### src/rtl/hp_tracker.sv
// hp_tracker: health/damage stage with post-hit invulnerability window.
// Optional HP_REGEN_EN adds slow health regeneration while ALIVE.
module hp_tracker #(
  parameter int MAX_HP        = 8,
  parameter int HP_W          = 4,
  parameter int HIT_DAMAGE    = 2,
  parameter int GUARD_DAMAGE  = 1,
  parameter int IFRAME_FRAMES = 30,
  parameter int REGEN_FRAMES  = 120
) (
  input  logic            clk,
  input  logic            rst_n,
  input  logic            frame_tick,
  input  logic            round_start,
  input  logic            hit,
  input  logic            defend,
  output logic [HP_W-1:0] hp,
  output logic            blink,
  output logic            dead,
  output logic            hit_taken
);
  localparam logic [1:0] IDLE  = 2'd0;
  localparam logic [1:0] ALIVE = 2'd1;
  localparam logic [1:0] STUN  = 2'd2;
  localparam logic [1:0] DEAD  = 2'd3;
  // blink taps bit 2, so the counter is never narrower than 3 bits
  localparam int CW = ($clog2(IFRAME_FRAMES + 1) < 3) ? 3 : $clog2(IFRAME_FRAMES + 1);

  if (MAX_HP >= 2 ** HP_W || IFRAME_FRAMES < 1 || REGEN_FRAMES < 1) begin : g_bad_params
    $error("hp_tracker: invalid parameters");
  end

  logic [1:0]      st, st_n;
  logic [CW-1:0]   cnt, cnt_n;
  logic [HP_W-1:0] hp_n, dmg;
  logic            take;

  assign dmg = defend ? HP_W'(GUARD_DAMAGE) : HP_W'(HIT_DAMAGE);

`ifdef HP_REGEN_EN
  localparam int RW = $clog2(REGEN_FRAMES + 1);
  logic [RW-1:0] rc, rc_n;
  logic          rc_full;
  assign rc_full = rc == RW'(REGEN_FRAMES - 1);
  always_ff @(posedge clk or negedge rst_n)
    if (!rst_n) rc <= '0;
    else rc <= rc_n;
`endif

  always_comb begin
    st_n = st;
    hp_n = hp;
    cnt_n = cnt;
    take = 1'b0;
`ifdef HP_REGEN_EN
    rc_n = rc;
`endif
    if (round_start) begin
      st_n = ALIVE;
      hp_n = HP_W'(MAX_HP);
      cnt_n = '0;
`ifdef HP_REGEN_EN
      rc_n = '0;
`endif
    end else if (st == ALIVE && hit) begin
      take = 1'b1;
      hp_n = (hp <= dmg) ? '0 : hp - dmg;
      st_n = (hp_n == '0) ? DEAD : STUN;
      cnt_n = (hp_n == '0) ? '0 : CW'(IFRAME_FRAMES);
`ifdef HP_REGEN_EN
      rc_n = '0;
`endif
    end else if (st == STUN && frame_tick) begin
      st_n = (cnt <= CW'(1)) ? ALIVE : STUN;
      cnt_n = (cnt <= CW'(1)) ? '0 : cnt - CW'(1);
    end
`ifdef HP_REGEN_EN
    else if (st == ALIVE && frame_tick) begin
      rc_n = rc_full ? '0 : rc + RW'(1);
      hp_n = (rc_full && hp < HP_W'(MAX_HP)) ? hp + HP_W'(1) : hp;
    end
`endif
  end

  always_ff @(posedge clk or negedge rst_n)
    if (!rst_n) begin
      st <= IDLE;
      cnt <= '0;
      hp <= HP_W'(MAX_HP);
      blink <= 1'b0;
      dead <= 1'b0;
      hit_taken <= 1'b0;
    end else begin
      st <= st_n;
      cnt <= cnt_n;
      hp <= hp_n;
      blink <= (st_n == STUN) && cnt_n[2];
      dead <= st_n == DEAD;
      hit_taken <= take;
    end
endmodule

### config.mk
export PLATFORM = sky130hd
export DESIGN_NAME = hp_tracker
export DESIGN_NICKNAME = d
export VERILOG_FILES = /design/src/rtl/hp_tracker.sv
export SDC_FILE = /design/constraint.sdc
export NUM_CORES = 1
export LEC_CHECK = 0
export BUFFER_PORTS_ARGS = -buffer_cell sky130_fd_sc_hd__buf_2
export CORE_MARGIN = 3
export CORE_UTILIZATION = 40
export CTS_BUF_LIST = sky130_fd_sc_hd__clkbuf_16
export DETAILED_ROUTE_END_ITERATION = 8
export HOLD_SLACK_MARGIN = 0.02
export SLEW_MARGIN = 20
export SYNTH_ARGS = -nofsm -noshare
export SYNTH_HDL_FRONTEND = slang
export SYNTH_SLANG_ARGS = --single-unit
### constraint.sdc
create_clock -name clk -period 2.4 [get_ports clk]
set_clock_uncertainty 0.2 [all_clocks]
set_input_delay 0.12 -clock clk [delete_from_list [all_inputs] [get_ports clk]]
set_output_delay 0.12 -clock clk [all_outputs]
set_load 0.02 [all_outputs]
==> results of run 1 <==
-- cells by family (layout without fill, tap and decap cells) --
family / count (synthesis) / in the layout
adder cells (fa/ha/maj): 5 / 5
buffers and inverters: 10 / 26
AO/OA/AOI/OAI: 28 / 28
XOR/XNOR: 1 / 1
AND/OR/NAND/NOR: 36 / 36
flip-flops: 14 / 14
-- power by group through the flow --
stage | Sequential [W] | Combinational, W | Clock (W)
2_1_floorplan | 0.000412 | 0.000374 | 0
3_3_place_gp | 0.000395 | 0.000507 | 0
3_5_place_dp | 0.000397 | 0.000510 | 0
4_1_cts | 0.000396 | 0.000517 | 0.000318
5_1_grt | 0.000408 | 0.000585 | 0.000326
6_report | 0.000397 | 0.000513 | 0.000312
-- worst register-to-register path: stages (launching register included) --
cell and delay, ps:
dfrtp_1 350, inv_1 50, ha_1 190, fa_1 500
nand2_1 70, nand4b_1 250, a41oi_4 360, o21ba_1 170
-- layer usage --
metal	routed length, um	track usage (%)	up-vias
li1	-	-	371
met1	921	21.97	389
met2	959	27.42	14
met3	80	4.155	2
met4	7	2.553	0
met5	0	0	-
-- worst paths after layout --
check                           start   endpoint  slack (ps)
worst max-delay path            hp[0]       dead         200
worst min-delay path              hit  hit_taken          60
worst max register to register  hp[0]       dead         200
worst min register to register  hp[0]      hp[0]         360
max in group asynchronous       rst_n      hp[3]        1590
min in group asynchronous       rst_n      blink         120
-- placed cells by master, fill, tap and decap left out, types with 2 or more instances in the layout --
master,count
dfrtp_1,13
dlygate4sd3_1,2
buf_2,12
nor2_1,9
o21ai_0,3
nand2b_1,4
ha_1,4
inv_1,8
and3b_1,2
a21oi_1,10
a31oi_1,2
nand3b_4,2
clkbuf_16,3
nand3_1,2
or3_1,2
a211o_1,2
nand2_1,3
a211oi_1,2
a22oi_1,3
nor3_1,3
-- layout make-up --
class	count	area [um^2]	area share, %
multi-input combinational	70	528.0	47.90
timing repair buffer	14	80.08	7.264
clock inverter	1	3.754	0.3405
tap	27	33.78	3.065
sequential	14	351.6	31.90
inverter	8	30.03	2.724
clock buffer	3	75.07	6.810
-- stage by stage --
stage | power (W) | setup slack [ps] | area (um^2) | util [%]
finish | 0.001222 | 200.6 | 1102 | 53.46
global route | 0.001319 | 30.35 | 1102 | 53.46
CTS | 0.001231 | 212.8 | 1102 | 53.46
detailed placement | 0.0009077 | 217.5 | 1003 | 48.67
global placement | 0.0009017 | 240.4 | 1003 | 48.67
floorplan | 0.0007864 | 194.4 | 918.4 | -
-- flip-flops by register name (all words and copies together), names as in the netlist --
register   count
cnt            5
blink          1
dead           1
hit_taken      1
hp             4
st             2
==> impl_metrics.env, run 1 <==
export IMPL_core_area_mm2=0.002062
export IMPL_crit_buf_inv=1
export IMPL_rsz0062_at_grt="false"
export IMPL_synth_mux_area_fraction_pct=0
export IMPL_port_buffers=12
export IMPL_arrival_ps=2180
export IMPL_fp_dieH_um=53.92
export IMPL_antenna_found_initial=0
export IMPL_start_util_pct=44.54
export IMPL_synth_edf_count=0
export IMPL_yosysTopAreaCell="dfrtp_1"
export IMPL_critical_path_top_delay_family="adder cells"
export IMPL_layout_nets=122
export IMPL_dp_cells=131
export IMPL_path_class="reg2reg"
export IMPL_syn_area_um2=918.4
export IMPL_end_kind="flip-flop"
export IMPL_synth_area_leaders="dfrtp_1, a21oi_1, ha_1"
export IMPL_period_minus_slack_ps=2199
export IMPL_cp_cell_sequence="inv_1 -> ha_1 -> fa_1 -> nand2_1 -> nand4b_1 -> a41oi_4 -> o21ba_1"
export IMPL_grtUsageTotal_pct=16.53
export IMPL_slowest_stage="fa_1"
export IMPL_antennaDiodeCount=0
export IMPL_p_leak_nw=0.5215
export IMPL_grt_pass1_wl_mm=3.429
export IMPL_maxCapViolCount=0
export IMPL_synth_commonest_cells="dfrtp_1, a21oi_1, nor2_1, inv_1"
export IMPL_finalSetupTns_ps=0
export IMPL_cp_num_cells=7
export IMPL_n_fill_cell=190
export IMPL_maxSlewHeadroom_pct=73.76
export IMPL_drt_vias_per_instance=5.664
export IMPL_synth_top_family_by_area="simple AND/OR/NAND/NOR gates"
export IMPL_cts_sinks=14
export IMPL_yosys_area_share_adder_pct=7.629
export IMPL_yosys_cell_types_count=37
export IMPL_worstSkewPairLatency_ps=240
export IMPL_critPathRequiredTime_ps=2380
export IMPL_hold_violations=0
export IMPL_hpwl_mm=1.473
export IMPL_area_growth_pct=20.03
export IMPL_ys_flop_type="dfrtp_1"
export IMPL_async_flop_share_pct=100.0
export IMPL_synth_compound_area_share_pct=23.02
export IMPL_cts_tree="done"
export IMPL_syn_inst=94
export IMPL_synth_seq_cells=14
export IMPL_synth_warnings=0
export IMPL_drc=0
export IMPL_tightestPinTransition_ps=391.4
export IMPL_num_vias=776
export IMPL_finalCritPeriodShare_pct=91.64
export IMPL_synth_xor_area_share_pct=0.9537
export IMPL_hold_ws_ps=62.35
export IMPL_io_pins=13
export IMPL_post_cts_buffers=0
export IMPL_wire_per_inst_um=14.37
export IMPL_hold_buffers=2
export IMPL_antenna_left=0
export IMPL_drive_gt1_share_pct=21.82
export IMPL_cts_max_path_buffers=2
export IMPL_cts_resized=0
export IMPL_die_width_um=53.92
export IMPL_outcome="completed"
export IMPL_num_rows=16
export IMPL_crit_path_start_kind="flip-flop"
export IMPL_setup_violations=0
export IMPL_cts_buffers=3
export IMPL_synth_nets=105
export IMPL_synth_seq_area_share_pct=38.28
export IMPL_whs_path_depth=3
export IMPL_ir_drop_uv=687.2
export IMPL_crit_fanout=6
export IMPL_power_density_mw_per_mm2=1108
export IMPL_routabilityCongestion=0.8606
export IMPL_syn_area_per_cell_um2=9.770
export IMPL_pwr_share_comb_pct=42.0
export IMPL_clk_pin_slew_worst_paths_ps=50
export IMPL_synth_top_cell_area_share_pct=35.42
export IMPL_yosysMostFrequentCell="dfrtp_1"
export IMPL_cts_htree_levels=1
export IMPL_fmax_ghz=0.4547
export IMPL_grt_max_degree=15
export IMPL_rr_worst_depth=7
export IMPL_wirelength_mm=1.969
export IMPL_grt_remaining_overflow=0
export IMPL_drt_iter0_drc=10
export IMPL_switchingPower_w=0.0004689
export IMPL_p_int_w=0.0007529
export IMPL_dieArea_mm2=0.002907
export IMPL_max_stage_delay_ps=500
export IMPL_seqPwrFrac_pct=32.5
export IMPL_cts_root_buf="clkbuf_16"
export IMPL_p_sw_share_pct=38.38
export IMPL_drtPass1Iterations=4
export IMPL_p_clk_share_pct=25.5
export IMPL_yosys_area_share_simple_pct=25.89
export IMPL_finalNonFillerCells=137
export IMPL_hold_path_class="in2reg"
export IMPL_report_final_slew_viol_count=0
export IMPL_grt_pass1_vias=764
Note: power is estimated with default switching activity, not from simulation.
==> inputs of run 2 (changes only) <==
--- a/config.mk
+++ b/config.mk
@@ -5,12 +5,16 @@
 export SDC_FILE = /design/constraint.sdc
 export NUM_CORES = 1
 export LEC_CHECK = 0
-export BUFFER_PORTS_ARGS = -buffer_cell sky130_fd_sc_hd__buf_2
+export BUFFER_PORTS_ARGS = -buffer_cell sky130_fd_sc_hd__buf_4
+export CELL_PAD_IN_SITES_DETAIL_PLACEMENT = 1
+export CELL_PAD_IN_SITES_GLOBAL_PLACEMENT = 2
+export CORE_ASPECT_RATIO = 0.5
 export CORE_MARGIN = 3
-export CORE_UTILIZATION = 40
+export CORE_UTILIZATION = 34
 export CTS_BUF_LIST = sky130_fd_sc_hd__clkbuf_16
 export DETAILED_ROUTE_END_ITERATION = 8
 export HOLD_SLACK_MARGIN = 0.02
+export PLACE_DENSITY_LB_ADDON = 0.1
 export SLEW_MARGIN = 20
 export SYNTH_ARGS = -nofsm -noshare
 export SYNTH_HDL_FRONTEND = slang
==> run 2 against run 1 <==
Setup slack lost 83 ps. Clock power grew 3%. Register-to-register slack lost 80 ps. Utilization shrank 5.4 points. Largest power group unchanged. Sequential power grew 2%. Clock-buffer cell count is the same.
==> impl_metrics.env, run 2 (synthesis gave the netlist of run 1 again) <==
export IMPL_clk_pin_slew_worst_paths_ps=50
export IMPL_n_fill_cell=282
export IMPL_cp_cell_sequence="inv_1 -> ha_1 -> fa_1 -> and3b_1 -> o31a_1 -> a41oi_4 -> o21ba_1"
export IMPL_p_total_w=0.001279
export IMPL_rrSetupSlack_ps=120
export IMPL_worstReg2RegStart="hp[0]"
export IMPL_outcome="completed"
export IMPL_routabilityCongestion=0.8260
export IMPL_drtPass1Iterations=4
export IMPL_drt_vias_per_instance=5.303
export IMPL_die_width_um=79.50
export IMPL_period_minus_slack_ps=2283
export IMPL_critPathRequiredTime_ps=2380
export IMPL_cts_buffers=3
export IMPL_hpwl_mm=1.771
export IMPL_slowest_stage="fa_1"
export IMPL_cts_tree="done"
export IMPL_hold_violations=0
export IMPL_cts_max_path_buffers=2
export IMPL_maxCapViolCount=0
export IMPL_whs_path_depth=3
export IMPL_layout_top_registers="cnt (5), hp (4), st (2)"
export IMPL_antenna_left=0
export IMPL_fp_dieH_um=42.75
export IMPL_crit_path_start_kind="flip-flop"
export IMPL_wirelength_mm=2.367
export IMPL_cts_sinks=14
export IMPL_maxSlewHeadroom_pct=75.59
export IMPL_num_rows=12
export IMPL_finalCritPeriodShare_pct=95.11
export IMPL_grt_pass1_wl_mm=3.946
export IMPL_hold_path_class="in2reg"
export IMPL_dieArea_mm2=0.003399
export IMPL_grtUsageTotal_pct=15.62
export IMPL_largest_register_ffs=5
export IMPL_antenna_found_initial=0
export IMPL_grt_remaining_overflow=0
export IMPL_antennaDiodeCount=0
export IMPL_power_density_mw_per_mm2=1114
export IMPL_path_class="reg2reg"
export IMPL_port_buffers=12
export IMPL_tightestPinTransition_ps=364.2
export IMPL_io_pins=13
export IMPL_drc=0
export IMPL_final_common_cell="dfrtp_1"
export IMPL_grt_pass1_vias=785
export IMPL_largest_register="cnt"
export IMPL_regToRegEndpoint="dead"
export IMPL_ir_drop_uv=381.9
export IMPL_num_vias=769
export IMPL_setup_violations=0
export IMPL_area_growth_pct=24.93
export IMPL_rr_worst_depth=7
export IMPL_cts_root_buf="clkbuf_16"
export IMPL_crit_fanout=6
export IMPL_drt_iter0_drc=25
export IMPL_rsz0062_at_grt="false"
export IMPL_worstSkewPairLatency_ps=250
export IMPL_max_stage_delay_ps=420
export IMPL_cts_htree_levels=1
export IMPL_grt_max_degree=15
export IMPL_report_final_slew_viol_count=0
export IMPL_wire_per_inst_um=16.32
export IMPL_end_kind="flip-flop"
export IMPL_layout_nets=122
export IMPL_mostFrequentLayoutCells="dfrtp_1, buf_4, a21oi_1"
export IMPL_core_area_mm2=0.002387
export IMPL_drive_gt1_share_pct=22.73
export IMPL_p_leak_nw=0.5295
export IMPL_arrival_ps=2270
export IMPL_worstHoldStart="hit"
export IMPL_fmax_ghz=0.4381
export IMPL_finalSetupTns_ps=0
export IMPL_min_to="hit_taken"
export IMPL_start_util_pct=38.47
==> run 2: cell counts in the layout (fill, tap and decap cells not counted) <==
No cell type changed its count.
==> run 2: report_power, final <==
part / internal (W) / leakage (nW) / switching, W
logic: 0.000245 / 0.310 / 0.000306
registers: 0.000309 / 0.181 / 0.0000975
clock network: 0.000221 / 0.0385 / 0.000100
==> run 2: how the worst max path moves through the flow <==
stage          depth (start not counted)  slack (ps)   from    to
2_1_floorplan                          7         190  hp[0]  dead
3_3_place_gp                           7         220  hp[0]  dead
3_5_place_dp                           7         150  hp[0]  dead
4_1_cts                                7         110  hp[0]  dead
5_1_grt                                7          10  hp[0]  dead
6_report                               7         120  hp[0]  dead
==> run 2: layout make-up <==
cell class	instances	area (um^2)	share of cell area [%]
clock buffers	3	75.07	6.543
well taps	35	43.79	3.817
clock inverters	1	3.754	0.3272
repair buffers	14	110.1	9.597
flip-flops and latches	14	351.6	30.64
inverters	8	30.03	2.617
multi-input cells	70	533.0	46.46
==> run 2: per-stage QoR <==
stage | cells | util, % | hold WS, ps | worst slack [ps] | instance area (um^2)
floorplan | 94 | - | -375.6 | 194.4 | 918.4
global placement | 139 | 43.71 | -225.0 | 222.4 | 1044
detailed placement | 139 | 43.71 | -216.2 | 149.4 | 1044
CTS | 145 | 47.85 | 36.97 | 113.1 | 1142
global route | 145 | 48.06 | 67.48 | 14.23 | 1147
finish | 145 | 48.06 | 45.02 | 117.3 | 1147
==> run 2: repair_timing <==
item / in CTS / in global routing
hold buffers: 2 / 0
endpoints found under the hold margin: 19 / 0
buffers inserted: 0 / 0
resized for setup: 0 / 1
setup endpoints to repair: 0 / 2
==> run 2: critical path, delay by kind of cell (launching register included) <==
family	cells	cell delay, ps
buffers and inverters	1	60
AOI/OAI and AO/OA	3	760
and+or+nand+nor	1	230
adders and majority gates	2	620
DFF	1	370
==> run 2: layer usage <==
| metal | up-vias | global-route usage (%) | part of all wire [%] |
|---|---|---|---|
| li1 | 373 | - | - |
| met1 | 380 | 20.90 | 50 |
| met2 | 12 | 23.55 | 45 |
| met3 | 4 | 5.297 | 4.3 |
| met4 | 0 | 5.137 | 1.3 |
| met5 | - | 0 | 0 |
